[src/rtl/blinker_pkg.sv]
// rtl/blinker_pkg.sv - shared constants and debounce FSM state type for the LED blinker
// Contents:
//   DEFAULT_CLK_FREQ : system clock frequency in Hz, shared with the blinker
//   state_t          : 2-bit debounce FSM state encoding
package blinker_pkg;

    localparam int DEFAULT_CLK_FREQ = 50_000_000;

    typedef enum logic [1:0] {
        S_LOW      = 2'd0,
        S_ARM_HIGH = 2'd1,
        S_HIGH     = 2'd2,
        S_ARM_LOW  = 2'd3
    } state_t;

endpackage

[src/rtl/sync_2ff.sv]
// rtl/sync_2ff.sv - two-flop synchroniser for one asynchronous bit
// Ports:
//   clk   : destination clock, rising edge
//   rst_n : asynchronous active-low reset, both flops clear to 0
//   d_i   : asynchronous input bit
//   q_o   : synchronised copy of d_i, two clk edges later
module sync_2ff (
    input  logic clk,
    input  logic rst_n,
    input  logic d_i,
    output logic q_o
);

    logic s1_q;
    logic s2_q;

    always_ff @(posedge clk or negedge rst_n) begin
        if (!rst_n) begin
            s1_q <= 1'b0;
            s2_q <= 1'b0;
        end else begin
            s1_q <= d_i;
            s2_q <= s1_q;
        end
    end

    assign q_o = s2_q;

endmodule

[src/rtl/button_debounce_toggle.sv]
// rtl/button_debounce_toggle.sv - push-button synchroniser, debouncer and blink enable toggle
// Ports:
//   clk           : system clock, rising edge
//   rst_n         : asynchronous active-low reset
//   btn_raw       : raw, bouncy, asynchronous button (active high)
//   clear_en      : synchronous request to force blink_en low
//   btn_level     : debounced button level
//   press_pulse   : one-cycle pulse on each debounced 0->1
//   release_pulse : one-cycle pulse on each debounced 1->0
//   blink_en      : toggles on each press_pulse, gates the blinker
module button_debounce_toggle
    import blinker_pkg::*;
#(
    parameter int CLK_FREQ    = DEFAULT_CLK_FREQ,
    parameter int DEBOUNCE_MS = 20,
    parameter int CNT_W       = 20
) (
    input  logic clk,
    input  logic rst_n,
    input  logic btn_raw,
    input  logic clear_en,
    output logic btn_level,
    output logic press_pulse,
    output logic release_pulse,
    output logic blink_en
);

    localparam int DEBOUNCE_CYCLES = CLK_FREQ / 1000 * DEBOUNCE_MS;

    if (DEBOUNCE_CYCLES < 1 ||
        longint'(DEBOUNCE_CYCLES) > (longint'(1) << CNT_W)) begin : g_bad_cfg
        $error("button_debounce_toggle: DEBOUNCE_CYCLES out of range for CNT_W");
    end

    // Terminal count: the ARM state has seen s2 hold for DEBOUNCE_CYCLES edges.
    localparam logic [CNT_W-1:0] LAST_CNT = CNT_W'(DEBOUNCE_CYCLES - 1);

    logic             btn_sync;
    state_t           state_q, state_d;
    logic [CNT_W-1:0] cnt_q, cnt_d;
    logic             level_q, level_d;
    logic             press_q, press_d;
    logic             release_q, release_d;
    logic             blink_q, blink_d;

    sync_2ff u_sync (
        .clk   (clk),
        .rst_n (rst_n),
        .d_i   (btn_raw),
        .q_o   (btn_sync)
    );

    always_ff @(posedge clk or negedge rst_n) begin
        if (!rst_n) begin
            state_q   <= S_LOW;
            cnt_q     <= '0;
            level_q   <= 1'b0;
            press_q   <= 1'b0;
            release_q <= 1'b0;
            blink_q   <= 1'b0;
        end else begin
            state_q   <= state_d;
            cnt_q     <= cnt_d;
            level_q   <= level_d;
            press_q   <= press_d;
            release_q <= release_d;
            blink_q   <= blink_d;
        end
    end

    // Counter is cleared on every state change, so it can never wrap.
    always_comb begin
        state_d = state_q;
        cnt_d   = cnt_q;
        case (state_q)
            S_LOW: begin
                if (btn_sync) begin
                    state_d = S_ARM_HIGH;
                    cnt_d   = '0;
                end
            end
            S_ARM_HIGH: begin
                if (!btn_sync) begin
                    state_d = S_LOW;
                    cnt_d   = '0;
                end else if (cnt_q == LAST_CNT) begin
                    state_d = S_HIGH;
                    cnt_d   = '0;
                end else begin
                    cnt_d = cnt_q + CNT_W'(1);
                end
            end
            S_HIGH: begin
                if (!btn_sync) begin
                    state_d = S_ARM_LOW;
                    cnt_d   = '0;
                end
            end
            S_ARM_LOW: begin
                if (btn_sync) begin
                    state_d = S_HIGH;
                    cnt_d   = '0;
                end else if (cnt_q == LAST_CNT) begin
                    state_d = S_LOW;
                    cnt_d   = '0;
                end else begin
                    cnt_d = cnt_q + CNT_W'(1);
                end
            end
            default: begin
                state_d = S_LOW;
                cnt_d   = '0;
            end
        endcase
    end

    // Pulses fire on qualification expiry only; clear_en has priority over a toggle.
    always_comb begin
        press_d   = (state_q == S_ARM_HIGH) && btn_sync  && (cnt_q == LAST_CNT);
        release_d = (state_q == S_ARM_LOW)  && !btn_sync && (cnt_q == LAST_CNT);
        level_d   = level_q;
        if (press_d) begin
            level_d = 1'b1;
        end else if (release_d) begin
            level_d = 1'b0;
        end
        blink_d = blink_q;
        if (clear_en) begin
            blink_d = 1'b0;
        end else if (press_d) begin
            blink_d = ~blink_q;
        end
    end

    assign btn_level     = level_q;
    assign press_pulse   = press_q;
    assign release_pulse = release_q;
    assign blink_en      = blink_q;

endmodule

[config.mk]
export PLATFORM = sky130hd
export DESIGN_NAME = button_debounce_toggle
export DESIGN_NICKNAME = d
export VERILOG_FILES = /design/src/rtl/blinker_pkg.sv /design/src/rtl/sync_2ff.sv /design/src/rtl/button_debounce_toggle.sv
export SDC_FILE = /design/constraint.sdc
export NUM_CORES = 1
export LEC_CHECK = 0
export ABC_AREA = 1
export CORE_UTILIZATION = 55
export CTS_CLUSTER_DIAMETER = 150
export DETAILED_ROUTE_END_ITERATION = 12
export HOLD_SLACK_MARGIN = 0.1
export PLACE_DENSITY = 0.74
export REMOVE_ABC_BUFFERS = 1
export SKIP_CTS_REPAIR_TIMING = 1
export SLEW_MARGIN = 20
export SYNTH_ARGS = -nofsm -noshare
export SYNTH_HDL_FRONTEND = slang
export SYNTH_SLANG_ARGS = --single-unit
[constraint.sdc]
create_clock -name clk -period 1.8 [get_ports clk]
set_input_delay 0.27 -clock clk [delete_from_list [all_inputs] [get_ports clk]]
set_output_delay 0.27 -clock clk [all_outputs]
set_load 0.02 [all_outputs]
==> flow_summary.toml <==
[pwr]
netSwitchingPower_uw = 409
p_int_uw = 885
pwr-share-clk_pct = 23.6
combPwrFrac_pct = 19.9
seqPwrFrac_pct = 56.5
pwr_density_cell_nw_per_um2 = 696
irDropWorstVdd_mv = 0.498
leakagePower_uw = 0.000788
swShare_pct = 31.6

[sta]
grt_setup_unrepaired = "no"
holdWs_ns = 0.299
post-route-period-util_pct = 93.1
worst_pin_slew_ns = 0.359
slew_headroom_pct = 76.1
min_period_ns = 1.68
setup_viol = 0
finalMaxSlewViolations = 0
finalHoldViolCount = 0
fmax_mhz = 597
skew_ns = 0.0124
tns_ns = 0

[job]
drv_cap = 0

[synthesis]
syn-cell-area_um2 = 1710
synth-seq-cells = 28
yosysTopAreaCell = "dfrtp_1"
synth_async_sr_flop_share_pct = 100
yosysWarningCount = 0
synth_cell_types = 23
synth-edff-count = 0
ys_top_cells_by_count = "nand2_1 (72), nor2_1 (35), dfrtp_1 (28), nand3_1 (26), inv_1 (24)"
syn_inst = 233
synth_top_cells_by_area = "dfrtp_1 (41%), nand2_1 (16%), nor2_1 (7.7%)"
synthFlopType = "dfrtp_1"
synth_top_area_share_pct = 40.9
ys_seq_area_share_pct = 40.9
syn_area_per_cell_um2 = 7.36
synth_most_common_cell = "nand2_1"

[drt]
drt_iter0_drc = 40
avgViaCountPerCell = 5.66
top_layer_used = "met4"
postRouteAntennaNets = 0
drcViolationCount = 2
routed_wl_um = 3720
dr_wl_met2_um = 1880
wl_met1_um = 1670
drtPass1Iterations = 8
wl_met3_um = 141
wl_per_cell_um = 13.6
vias = 1550

[worst_setup_path]
rr_startpoint = "cnt_q[1]$_DFFE_PN0P_"
crit_fanout = 9
r2r_cells = 8
crit_type = "flop to flop"
required_ns = 2.04
startpoint = "cnt_q[1]$_DFFE_PN0P_"
cp-start-kind = "flop"
timing.rr.end = "cnt_q[10]$_DFFE_PN0P_"
end_kind = "flop"
ff2ff_setup_slack_ns = 0.12
worst_ep_arrival_time_ns = 1.92

[cts]
cts_root_buf = "clkbuf_4"
cts.sinks = 28
clockBufferDepth = 2
cts_buffers = 3
insertion_delay_ns = 0.33
clkTransAtPathRegs_ns = 0.15
cts_tree = "yes"
htree_levels = 1

[place]
numPortBuffers = 7
dp.final_hpwl_um = 2780
place.gp.congestion = 0.943

[status]
failed_checks = "DRC"
status = "finished with violations"

[die]
io_pins = 8
die_w_um = 57.8
initial_core_util_pct = 60.1
dieArea_um2 = 3340
core_area_um2 = 2850
row_count = 19
die_h_um = 57.8

[worst_hold_path]
hold_class = "primary input to async pin"

[global_routing]
grt_max_degree = 29
grt_overflow = 0
antenna_found_initial = 0
grt_pass1_wl_um = 6530
track_usage_pct = 25.2
grt_pass1_vias = 1470

[finish]
area_delta_synth_final_pct = 8.54
drive_above_1_share_pct = 9.88
layout.nets = 249
diodes = 0
-- routing by layer --
metal / global-route usage [%] / up-vias
met4: 4.08 / 0
met3: 5.36 / 4
met1: 32.3 / 756
li1: - / 763
met5: 0 / -
met2: 44.7 / 27
-- worst max-delay path by stage --
stage / to / slack [ns] / depth (start not counted)
global placement: cnt_q[12]$_DFFE_PN0P_ / 0.21 / 8
detailed placement: cnt_q[10]$_DFFE_PN0P_ / 0.10 / 8
finish: cnt_q[10]$_DFFE_PN0P_ / 0.12 / 8
floorplan: cnt_q[10]$_DFFE_PN0P_ / 0.33 / 8
CTS: cnt_q[10]$_DFFE_PN0P_ / 0.08 / 8
global route: cnt_q[12]$_DFFE_PN0P_ / 0.04 / 8
-- registers in the layout, indices dropped and copies added (netlist names), named ones only --
name / cells
cnt_q: 20
blink_en: 1
btn_level: 1
press_pulse: 1
release_pulse: 1
state_q: 1
u_sync.q_o: 1
u_sync.s1_q: 1
-- cells in the final DEF, fill, tap and decap left out, drive strengths merged --
cell / n
nand3: 27
clkdlybuf4s50: 7
nand3b: 1
dfrtp: 28
buf: 2
nand4: 8
xor2: 5
nor3: 1
a21oi: 1
nand2: 75
xnor2: 2
o22ai: 5
o21bai: 4
o21ai: 5
nor2: 43
ha: 1
inv: 24
clkbuf: 4
-- per-stage QoR --
step	total power (µW)	cells	worst slack [ns]	utilization (%)	instance area, µm²
after CTS	1300	274	0.0786	65.0	1850
after global routing	1370	274	0.0359	65.2	1860
after floorplan	894	230	0.334	-	1690
after detailed placement	996	270	0.104	63.7	1820
final	1290	274	0.124	65.2	1860
after global placement	986	270	0.212	63.7	1820
-- kinds of logic after synthesis --
kind of cell,count (synthesis),share of synthesized area [%]
compound gates,15,5.98
fa+ha+maj,1,0.730
flops,28,40.9
xor+xnor,7,3.58
buf+inv,27,6.42
simple gates,155,42.4
-- critical path: stages (launching register included) --
cell and delay, ns:
dfrtp_1 0.45, ha_2 0.26, nand3_1 0.14, nor2_4 0.16, nand3_2 0.15, nor2_4 0.15
nor2_4 0.08, nor2_4 0.14, nor2_1 0.06
-- cell type report --
type                       count  area (µm²)
fill                         266         992
multi-input combinational    178         908
sequential                    28         702
inverter                      24        90.1
timing repair buffer           9        85.1
tap                           31        38.8
clock buffer                   4        36.3
-- power by group through the flow --
| stage | combinational [µW] | clock, µW | sequential (µW) |
|---|---|---|---|
| 2_1_floorplan | 167 | 0 | 727 |
| 3_3_place_gp | 254 | 0 | 733 |
| 3_5_place_dp | 258 | 0 | 738 |
| 4_1_cts | 258 | 314 | 727 |
| 5_1_grt | 289 | 341 | 736 |
| 6_report | 257 | 305 | 732 |
No activity file was read; power rests on OpenSTA's default activity.
